$ cat src/rtl/fir_coeff_loader_if.sv
// Host coefficient stream plus filter coefficient-RAM write port for fir_coeff_loader.
// The checksum signals iExpSum/oSumErr exist only when COEFF_CHECKSUM_EN is defined.
interface fir_coeff_loader_if #(
  parameter int ADDR_W = 6,
  parameter int DATA_W = 16
);
  logic              iStart;
  logic              iEnSample600k;
  logic              iCoeffValid;
  logic [DATA_W-1:0] iCoeffData;
  logic              oCoeffReady;
  logic              oCoeffUpdateFlag;
  logic              oCsnRam;
  logic              oWrnRam;
  logic [ADDR_W-1:0] oAddrRam;
  logic [DATA_W-1:0] oWtDtRam;
  logic              oBusy;
  logic              oDone;
  logic              oTimeout;
`ifdef COEFF_CHECKSUM_EN
  logic [15:0]       iExpSum;
  logic              oSumErr;
`endif

  // Host / configuration side.
  modport master (
`ifdef COEFF_CHECKSUM_EN
    output iExpSum,
    input  oSumErr,
`endif
    output iStart, iEnSample600k, iCoeffValid, iCoeffData,
    input  oCoeffReady, oCoeffUpdateFlag, oCsnRam, oWrnRam, oAddrRam, oWtDtRam,
    input  oBusy, oDone, oTimeout
  );

  // Loader side.
  modport slave (
`ifdef COEFF_CHECKSUM_EN
    input  iExpSum,
    output oSumErr,
`endif
    input  iStart, iEnSample600k, iCoeffValid, iCoeffData,
    output oCoeffReady, oCoeffUpdateFlag, oCsnRam, oWrnRam, oAddrRam, oWtDtRam,
    output oBusy, oDone, oTimeout
  );
endinterface

$ cat src/rtl/fir_coeff_loader.sv
// Coefficient-update sequencer for the 40-tap FIR: aligns to a sample strobe, then streams
// host words into the filter RAM. Optional word checksum is enabled by COEFF_CHECKSUM_EN.
module fir_coeff_loader #(
  parameter int NUM_TAPS = 40,
  parameter int ADDR_W   = 6,
  parameter int DATA_W   = 16,
  parameter int TIMEOUT  = 255
) (
  input logic               iClk12M,
  input logic               iRsn,
  fir_coeff_loader_if.slave bus
);

  typedef enum logic [2:0] {
    ST_IDLE,
    ST_SYNC,
    ST_ARM,
    ST_WRITE,
    ST_FLUSH,
    ST_DONE,
    ST_ABORT
  } state_e;

  localparam logic [ADDR_W-1:0] LAST_TAP  = ADDR_W'(NUM_TAPS - 1);
  localparam logic [7:0]        STALL_MAX = 8'(TIMEOUT);

  state_e            state_q, state_d;
  logic [ADDR_W-1:0] tap_cnt_q, tap_cnt_d;
  logic [7:0]        stall_cnt_q, stall_cnt_d;
  logic              ready_q, ready_d;
  logic              flag_q, flag_d;
  logic              csn_q, csn_d;
  logic              wrn_q, wrn_d;
  logic [ADDR_W-1:0] addr_q, addr_d;
  logic [DATA_W-1:0] wdata_q, wdata_d;
  logic              busy_q, busy_d;
  logic              done_q, done_d;
  logic              timeout_q, timeout_d;
  logic              accept;

  // ready_q is only ever high in WRITE, so this is the whole handshake.
  assign accept = bus.iCoeffValid & ready_q;

  // NOTE: every signal driven here gets a default first, so no path leaves one unassigned (no latches).
  always_comb begin
    state_d     = state_q;
    tap_cnt_d   = tap_cnt_q;
    stall_cnt_d = stall_cnt_q;
    csn_d       = 1'b1;
    wrn_d       = 1'b1;
    addr_d      = addr_q;
    wdata_d     = wdata_q;

    case (state_q)
      ST_IDLE: begin
        tap_cnt_d   = '0;
        stall_cnt_d = '0;
        if (bus.iStart) state_d = ST_SYNC;
      end
      ST_SYNC: begin
        if (bus.iEnSample600k) state_d = ST_ARM;
      end
      ST_ARM: begin
        state_d = ST_WRITE;
      end
      ST_WRITE: begin
        if (accept) begin
          csn_d       = 1'b0;
          wrn_d       = 1'b0;
          addr_d      = tap_cnt_q;
          wdata_d     = bus.iCoeffData;
          tap_cnt_d   = tap_cnt_q + 1'b1;
          stall_cnt_d = '0;
          if (tap_cnt_q == LAST_TAP) state_d = ST_FLUSH;
        end else begin
          stall_cnt_d = stall_cnt_q + 1'b1;
          if (stall_cnt_d == STALL_MAX) state_d = ST_ABORT;
        end
      end
      ST_FLUSH: state_d = ST_DONE;
      ST_DONE:  state_d = ST_IDLE;
      ST_ABORT: state_d = ST_IDLE;
      default:  state_d = ST_IDLE;
    endcase

    // Status outputs are registered copies of the state being entered, so they line up with state_q.
    ready_d   = (state_d == ST_WRITE);
    flag_d    = (state_d == ST_ARM) || (state_d == ST_WRITE) || (state_d == ST_FLUSH);
    busy_d    = (state_d != ST_IDLE);
    done_d    = (state_d == ST_DONE);
    timeout_d = (state_d == ST_ABORT);
  end

  // NOTE: sequential state uses non-blocking assignments so all flops sample pre-edge values.
  always_ff @(posedge iClk12M) begin
    if (iRsn) begin
      state_q     <= ST_IDLE;
      tap_cnt_q   <= '0;
      stall_cnt_q <= '0;
      ready_q     <= 1'b0;
      flag_q      <= 1'b0;
      csn_q       <= 1'b1;
      wrn_q       <= 1'b1;
      addr_q      <= '0;
      wdata_q     <= '0;
      busy_q      <= 1'b0;
      done_q      <= 1'b0;
      timeout_q   <= 1'b0;
    end else begin
      state_q     <= state_d;
      tap_cnt_q   <= tap_cnt_d;
      stall_cnt_q <= stall_cnt_d;
      ready_q     <= ready_d;
      flag_q      <= flag_d;
      csn_q       <= csn_d;
      wrn_q       <= wrn_d;
      addr_q      <= addr_d;
      wdata_q     <= wdata_d;
      busy_q      <= busy_d;
      done_q      <= done_d;
      timeout_q   <= timeout_d;
    end
  end

  assign bus.oCoeffReady      = ready_q;
  assign bus.oCoeffUpdateFlag = flag_q;
  assign bus.oCsnRam          = csn_q;
  assign bus.oWrnRam          = wrn_q;
  assign bus.oAddrRam         = addr_q;
  assign bus.oWtDtRam         = wdata_q;
  assign bus.oBusy            = busy_q;
  assign bus.oDone            = done_q;
  assign bus.oTimeout         = timeout_q;

`ifdef COEFF_CHECKSUM_EN
  logic [15:0] sum_q, sum_d;
  logic        sum_err_q, sum_err_d;

  // Sum restarts in ARM; the verdict is latched on entry to DONE and kept until the next load request.
  always_comb begin
    sum_d     = sum_q;
    sum_err_d = sum_err_q;
    if (state_q == ST_ARM) sum_d = '0;
    else if (accept)       sum_d = sum_q + 16'(bus.iCoeffData);
    if (state_q == ST_IDLE && bus.iStart) sum_err_d = 1'b0;
    if (state_d == ST_DONE)               sum_err_d = (sum_q != bus.iExpSum);
  end

  always_ff @(posedge iClk12M) begin
    if (iRsn) begin
      sum_q     <= '0;
      sum_err_q <= 1'b0;
    end else begin
      sum_q     <= sum_d;
      sum_err_q <= sum_err_d;
    end
  end

  assign bus.oSumErr = sum_err_q;
`endif

endmodule

$ cat src/flat_wrapper.sv
// flat-port wrapper written by rule: the top's interface ports become plain ports
module fir_coeff_loader_flat 
#(
  parameter int NUM_TAPS = 40,
  parameter int ADDR_W   = 6,
  parameter int DATA_W   = 16,
  parameter int TIMEOUT  = 255
)
  (iClk12M, iRsn, bus_iStart, bus_iEnSample600k, bus_iCoeffValid, bus_iCoeffData, bus_oCoeffReady, bus_oCoeffUpdateFlag, bus_oCsnRam, bus_oWrnRam, bus_oAddrRam, bus_oWtDtRam, bus_oBusy, bus_oDone, bus_oTimeout);
  fir_coeff_loader_if #(.ADDR_W(ADDR_W), .DATA_W(DATA_W)) bus_i ();
  input logic iClk12M;
  input logic iRsn;
  input wire logic [$bits(bus_i.iStart)-1:0] bus_iStart;
  input wire logic [$bits(bus_i.iEnSample600k)-1:0] bus_iEnSample600k;
  input wire logic [$bits(bus_i.iCoeffValid)-1:0] bus_iCoeffValid;
  input wire logic [$bits(bus_i.iCoeffData)-1:0] bus_iCoeffData;
  output wire logic [$bits(bus_i.oCoeffReady)-1:0] bus_oCoeffReady;
  output wire logic [$bits(bus_i.oCoeffUpdateFlag)-1:0] bus_oCoeffUpdateFlag;
  output wire logic [$bits(bus_i.oCsnRam)-1:0] bus_oCsnRam;
  output wire logic [$bits(bus_i.oWrnRam)-1:0] bus_oWrnRam;
  output wire logic [$bits(bus_i.oAddrRam)-1:0] bus_oAddrRam;
  output wire logic [$bits(bus_i.oWtDtRam)-1:0] bus_oWtDtRam;
  output wire logic [$bits(bus_i.oBusy)-1:0] bus_oBusy;
  output wire logic [$bits(bus_i.oDone)-1:0] bus_oDone;
  output wire logic [$bits(bus_i.oTimeout)-1:0] bus_oTimeout;
  assign bus_i.iStart = bus_iStart;
  assign bus_i.iEnSample600k = bus_iEnSample600k;
  assign bus_i.iCoeffValid = bus_iCoeffValid;
  assign bus_i.iCoeffData = bus_iCoeffData;
  assign bus_oCoeffReady = bus_i.oCoeffReady;
  assign bus_oCoeffUpdateFlag = bus_i.oCoeffUpdateFlag;
  assign bus_oCsnRam = bus_i.oCsnRam;
  assign bus_oWrnRam = bus_i.oWrnRam;
  assign bus_oAddrRam = bus_i.oAddrRam;
  assign bus_oWtDtRam = bus_i.oWtDtRam;
  assign bus_oBusy = bus_i.oBusy;
  assign bus_oDone = bus_i.oDone;
  assign bus_oTimeout = bus_i.oTimeout;
  fir_coeff_loader #(.NUM_TAPS(NUM_TAPS), .ADDR_W(ADDR_W), .DATA_W(DATA_W), .TIMEOUT(TIMEOUT)) u_core (.iClk12M(iClk12M), .iRsn(iRsn), .bus(bus_i));
endmodule
$ cat config.mk
export PLATFORM = sky130hd
export DESIGN_NAME = fir_coeff_loader_flat
export DESIGN_NICKNAME = d
export VERILOG_FILES = /design/src/rtl/fir_coeff_loader_if.sv /design/src/rtl/fir_coeff_loader.sv /design/src/flat_wrapper.sv
export SDC_FILE = /design/constraint.sdc
export NUM_CORES = 1
export LEC_CHECK = 0
export BUFFER_PORTS_ARGS = -buffer_cell sky130_fd_sc_hd__buf_4
export CORE_MARGIN = 3
export CORE_UTILIZATION = 40
export CTS_CLUSTER_SIZE = 16
export DETAILED_ROUTE_END_ITERATION = 12
export PLACE_DENSITY_LB_ADDON = 0.3
export SYNTH_ARGS = -nofsm -noshare
export SYNTH_HDL_FRONTEND = slang
export SYNTH_SLANG_ARGS = --single-unit
export TNS_END_PERCENT = 20
$ cat constraint.sdc
create_clock -name iClk12M -period 1.5 [get_ports iClk12M]
set_input_delay 0.075 -clock iClk12M [delete_from_list [all_inputs] [get_ports iClk12M]]
set_output_delay 0.075 -clock iClk12M [all_outputs]
set_load 0.01 [all_outputs]
# Word level (Yosys, flattened, before mapping)
# Cells that the tools add are included.
[totals]
reg_bits = 45
in_bits = 21
word_cells = 46
[classes]
add_sub_neg = 2
eq_ne = 12
n_mux = 11
bitwise_logic = 2
n_reduce_logical = 8
[op_table]
columns = ["cell", "n"]
rows = [
  ["8-bit one-hot mux with 2 select lines", 1],
  ["3-bit two-way mux", 5],
  ["3-bit one-hot mux with 5 select lines", 1],
  ["3-bit by 2-bit equality test with 1-bit output, second input constant", 4],
  ["3-bit equality test, second input constant", 4],
  ["6-bit one-hot mux with 2 select lines", 1],
  ["8-bit by 1-bit adder with 8-bit output, second input constant", 1],
  ["8-bit equality test, second input constant", 1],
  ["8-bit two-way mux", 1],
  ["6-bit by 1-bit adder with 6-bit output, second input constant", 1],
  ["6-bit equality test, second input constant", 1],
  ["6-bit two-way mux", 1],
  ["2-bit AND reduction", 2],
  ["3-bit by 1-bit equality test with 1-bit output, second input constant", 1],
  ["3-bit zero test", 1],
  ["3-bit nonzero test", 1],
  ["1-bit logical OR", 2],
  ["2-bit by 1-bit inequality test with 1-bit output, second input constant", 1],
  ["2-bit nonzero test", 1],
  ["2-bit OR reduction", 1],
  ["1-bit bitwise AND", 1],
  ["1-bit two-way mux", 1],
  ["1-bit NOT", 1],
]

# Logic depth before layout (Yosys ltp)
[depth]
depth_word = 8
ltp_mapped = 7
mapped_depth_nobuf = 7

# Worst setup path after synthesis
# No wires, ideal clock.
[synth_path]
path_kind = "reg2reg"
from = "register u_core.tap_cnt_q[0]"
to = "register u_core.timeout_q, in the netlist u_core.bus.oTimeout"
setup_time_ns = 0.116
t_arrival_ns = 1.435
required_ns = 1.384
setup_slack_ns = -0.050
path_stages_with_launch = 8
n_path_buf = 0
synth_period_minus_slack_ns = 1.550
path_cell_list = "dfxtp_1 ha_1 nand4_1 nor4b_2 a311o_1 or2_1 inv_2 and3_1"
[synth_via]
elab_chain_len = 5
[synth_lines]
columns = ["item", "line_no", "source"]
rows = [
  ["start, declared", "fir_coeff_loader.sv:28", "logic [ADDR_W-1:0] tap_cnt_q, tap_cnt_d;"],
  ["start signal, assigned", "fir_coeff_loader.sv:111", "tap_cnt_q <= tap_cnt_d;"],
  ["6-bit equality test", "fir_coeff_loader.sv:74", "if (tap_cnt_q == LAST_TAP) state_d = ST_FLUSH;"],
  ["3-bit two-way mux", "fir_coeff_loader.sv:74", ""],
  ["3-bit two-way mux", "fir_coeff_loader.sv:67", "if (accept) begin"],
  ["3-bit one-hot mux with 5 select lines", "fir_coeff_loader.sv:54", "case (state_q)"],
  ["3-bit equality test", "fir_coeff_loader.sv:91", "timeout_d = (state_d == ST_ABORT);"],
  ["end signal, assigned", "fir_coeff_loader.sv:121", "timeout_q <= timeout_d;"],
  ["end, declared", "fir_coeff_loader.sv:38", "logic timeout_q, timeout_d;"],
]
# No other way between the ends.
# A chain may end at the register's enable or synchronous reset.

# Worst setup path after layout
[layout_path]
from = "register u_core.tap_cnt_q[0]"
to = "register u_core.flag_q, in the netlist u_core.bus.oCoeffUpdateFlag"
[layout_via]
elab_chain_len = 7
word_cells_on_any_way = 9
classes_between = "eq/ne: 4; mux: 3; reduce/logical: 2"
[layout_lines]
columns = ["item", "line_no", "source"]
rows = [
  ["6-bit equality test *", "fir_coeff_loader.sv:74", ""],
  ["3-bit two-way mux *", "fir_coeff_loader.sv:74", ""],
  ["3-bit two-way mux *", "fir_coeff_loader.sv:67", ""],
  ["3-bit one-hot mux with 5 select lines *", "fir_coeff_loader.sv:54", ""],
  ["3-bit by 2-bit equality test with 1-bit output", "fir_coeff_loader.sv:88", "flag_d = (state_d == ST_ARM) || (state_d == ST_WRITE) || (state_d == ST_FLUSH);"],
  ["1-bit logical OR", "fir_coeff_loader.sv:88", ""],
  ["1-bit logical OR *", "fir_coeff_loader.sv:88", ""],
  ["end signal, assigned", "fir_coeff_loader.sv:114", "flag_q <= flag_d;"],
  ["end, declared", "fir_coeff_loader.sv:31", "logic flag_q, flag_d;"],
]
# Every way passes the cells marked *; elsewhere a longest branch is shown, timed or not.

==> metrics.yaml <==
clock_skew_ns: 0.00640
final_core_util_pct: 59.8
ys_ff_latch: 45
start_kind: "register"
min_path_type: "input pin to register"
tightest_slew_ns: 0.418
row_count: 24
worstSetupPathType: "register to register"
portBuffers: 49
setup_viol: 2
max_freq_ghz: 0.649
power_density_nw_per_um2: 853
dp_hpwl_um: 3190
diodes: 0
cts_tree: "done"
cts-buffers-inserted: 5
fp.dieW_um: 74.8
hold_viol: 0
first_pass_iters: 4
crit_required_ns: 1.72
worst_ep_arrival_time_ns: 1.76
synthesis.nets: 256
slowest_delay_ns: 0.36
clk_root_buffer_cell: "clkbuf_8"
synthArstFlopShare_pct: 0
dr.first_iter.drc_count: 100
ant_nets: 0
setup_tns_ns: -0.0784
synth.avg_cell_area_sq_um: 8.16
leakage_nw: 1.13
syn-cell-area_sq_um: 1890
path_clk_slew_ns: 0.08
dieArea_sq_um: 5590
gp_congestion: 0.844
cpLargestDelayFamily: "simple AND/OR/NAND/NOR gates"
drive_gt1_share_pct: 34.3
worst_setup_path_end_kind: "register"
violations: "negative setup slack"
yosys_warnings: 0
fin_nets: 333
max-slew-margin-rel_pct: 72.1
fin_ws_ns: -0.0410
synth_cell_type_count: 41
core_area_sq_um: 4470
fin_area_sq_um: 2680
path_buf_inv: 1
cts_max_level: 2
layout-area-overhead-vs-synth_pct: 41.4
fillCellCount: 411
critical_path.slowest_cell: "dfxtp_2"
post-place-ws_ns: -0.118
grt_pass1_wl_um: 7380
wl_um: 4450
yosysSeqAreaShare_pct: 47.6
drv_cap: 0
clockBufferDepth: 2
finalHoldWorstSlack_ns: 0.0321
holdBufCountCts: 0
cp_cell_sequence: "ha_4 -> nand4_1 -> nor4b_4 -> buf_4 -> and3_1 -> a31o_2 -> mux2i_1"
post_drt_wl_per_cell_um: 12.3
rsz0062_at_grt: "yes"
ios: 50
grt_max_degree: 42
synth_edf_count: 0
peakVddDrop_mv: 0.473
clock_sinks: 45
finalMaxSlewViolations: 0
layout_worst_path_cycle_share_pct: 103
syn-instance-count: 232
grt-ovfl-total: 0
start_util_pct: 42.3
final.min_clock_period_ns: 1.54
grt_usage_pct: 16.9
drc: 0
outcome: "finished with violations"
avgViaCountPerCell: 5.07
crit_fanout: 2
synth-main-ff-cell: "dfxtp_1"
place_area_sq_um: 2520
antenna_found_initial: 0
clock_latency_ns: 0.29
grt_pass1_vias: 1646
vias: 1831
chipHeight_um: 74.8
stage by stage:
stage               power [mW]  std cells
floorplan                 1.33        232
global placement          1.44        352
detailed placement        1.45        352
CTS                       2.32        360
global route              2.39        361
finish                    2.28        361
power breakdown:
part           switching [mW]  total, mW  internal (mW)  leakage, nW
Sequential            0.00827       1.21           1.21        0.365
Combinational          0.0995      0.205          0.106        0.715
Clock                   0.380      0.864          0.484       0.0540
Total                   0.488       2.28           1.80         1.13
what timing repair did:
item,in CTS,in global routing
pin swaps,7,0
setup endpoints to repair,6,32
setup buffers,1,1
gates resized for setup,3,8
sequential cells by signal (all words and copies together), names as in the netlist:
name and flops:
u_core.bus.oWtDtRam 16, u_core.stall_cnt_q 8, u_core.bus.oAddrRam 6, u_core.tap_cnt_q 6
u_core.state_q 3, u_core.bus.oBusy 1, u_core.bus.oCoeffReady 1, u_core.bus.oCoeffUpdateFlag 1
u_core.bus.oDone 1, u_core.bus.oTimeout 1, u_core.bus.oWrnRam 1
final timing paths:
path,start,to,slack [ns],cells after the start
max,u_core.tap_cnt_q[0],u_core.bus.oCoeffUpdateFlag,-0.04,7
min,bus_iCoeffData[0],u_core.bus.oWtDtRam[0],0.03,3
max reg2reg,u_core.tap_cnt_q[0],u_core.bus.oCoeffUpdateFlag,-0.04,7
min reg2reg,u_core.bus.oWtDtRam[6],u_core.bus.oWtDtRam[6],0.46,2
placed cells by master, fill, tap and decap left out, types with 2 or more instances in the layout:
master | netlist | layout
buf_4 | 2 | 81
nand2_1 | 52 | 52
dfxtp_1 | 45 | 41
a21oi_1 | 34 | 34
nor2_1 | 21 | 20
nand3_1 | 6 | 5
nor3_1 | 5 | 5
and3_1 | 5 | 5
clkbuf_8 | 0 | 5
o21ai_0 | 4 | 4
or3_1 | 4 | 4
dfxtp_2 | 0 | 4
nand2b_1 | 3 | 3
xnor2_1 | 3 | 3
xor2_1 | 4 | 3
inv_1 | 2 | 2
nand4_1 | 2 | 2
o22ai_1 | 2 | 2
nand3b_1 | 2 | 2
a21o_1 | 2 | 2
buf_6 | 0 | 2
worst min-delay path, delay by kind of cell:
family,cells,cell delay (ns)
buffers and inverters,1,0.11
AO/OA/AOI/OAI,1,0.05
AND/OR/NAND/NOR,1,0.05
final cells by class:
class | count | area (sq um) | share of cell area (%)
multi-input combinational | 171 | 961 | 35.9
inverter | 3 | 11.3 | 0.421
timing repair buffer | 83 | 631 | 23.6
tap | 52 | 65.1 | 2.43
clock buffer | 5 | 68.8 | 2.57
sequential | 45 | 906 | 33.8
clock inverter | 2 | 35.0 | 1.31
kinds of logic after synthesis:
kind of cell | share of synthesized area [%]
DFF | 47.6
xor gates and xnor gates | 3.24
and+or+nand+nor | 27.3
AOI/OAI and AO/OA | 15.3
buffers and inverters | 4.03
adders and majority gates | 1.98
muxes | 0.529
metal layers:
metal,part of all wire (%),global-route usage [%],up-vias
li1,-,-,946
met1,45,21.6,845
met2,51,28.9,38
met3,4.3,4.01,2
met4,0.47,4.15,0
met5,0,0,-
Yosys cell counts, types with 2 or more instances:
master / number / area [sq um]
xor2_1: 4 / 35.0
buf_4: 2 / 15.0
nand2b_1: 3 / 18.8
clkbuf_1: 4 / 15.0
or3_1: 4 / 25.0
nand4_1: 2 / 12.5
buf_2: 7 / 35.0
nand2_1: 52 / 195
inv_1: 2 / 7.51
a21oi_1: 34 / 170
xnor2_1: 3 / 26.3
nand3_1: 6 / 30.0
nor3_1: 5 / 25.0
o22ai_1: 2 / 12.5
and3_1: 5 / 31.3
nor2_1: 21 / 78.8
dfxtp_1: 45 / 901
o21ai_0: 4 / 20.0
ha_1: 3 / 37.5
a21o_1: 2 / 15.0
nand3b_1: 2 / 15.0
(Power assumes the default switching activity.)
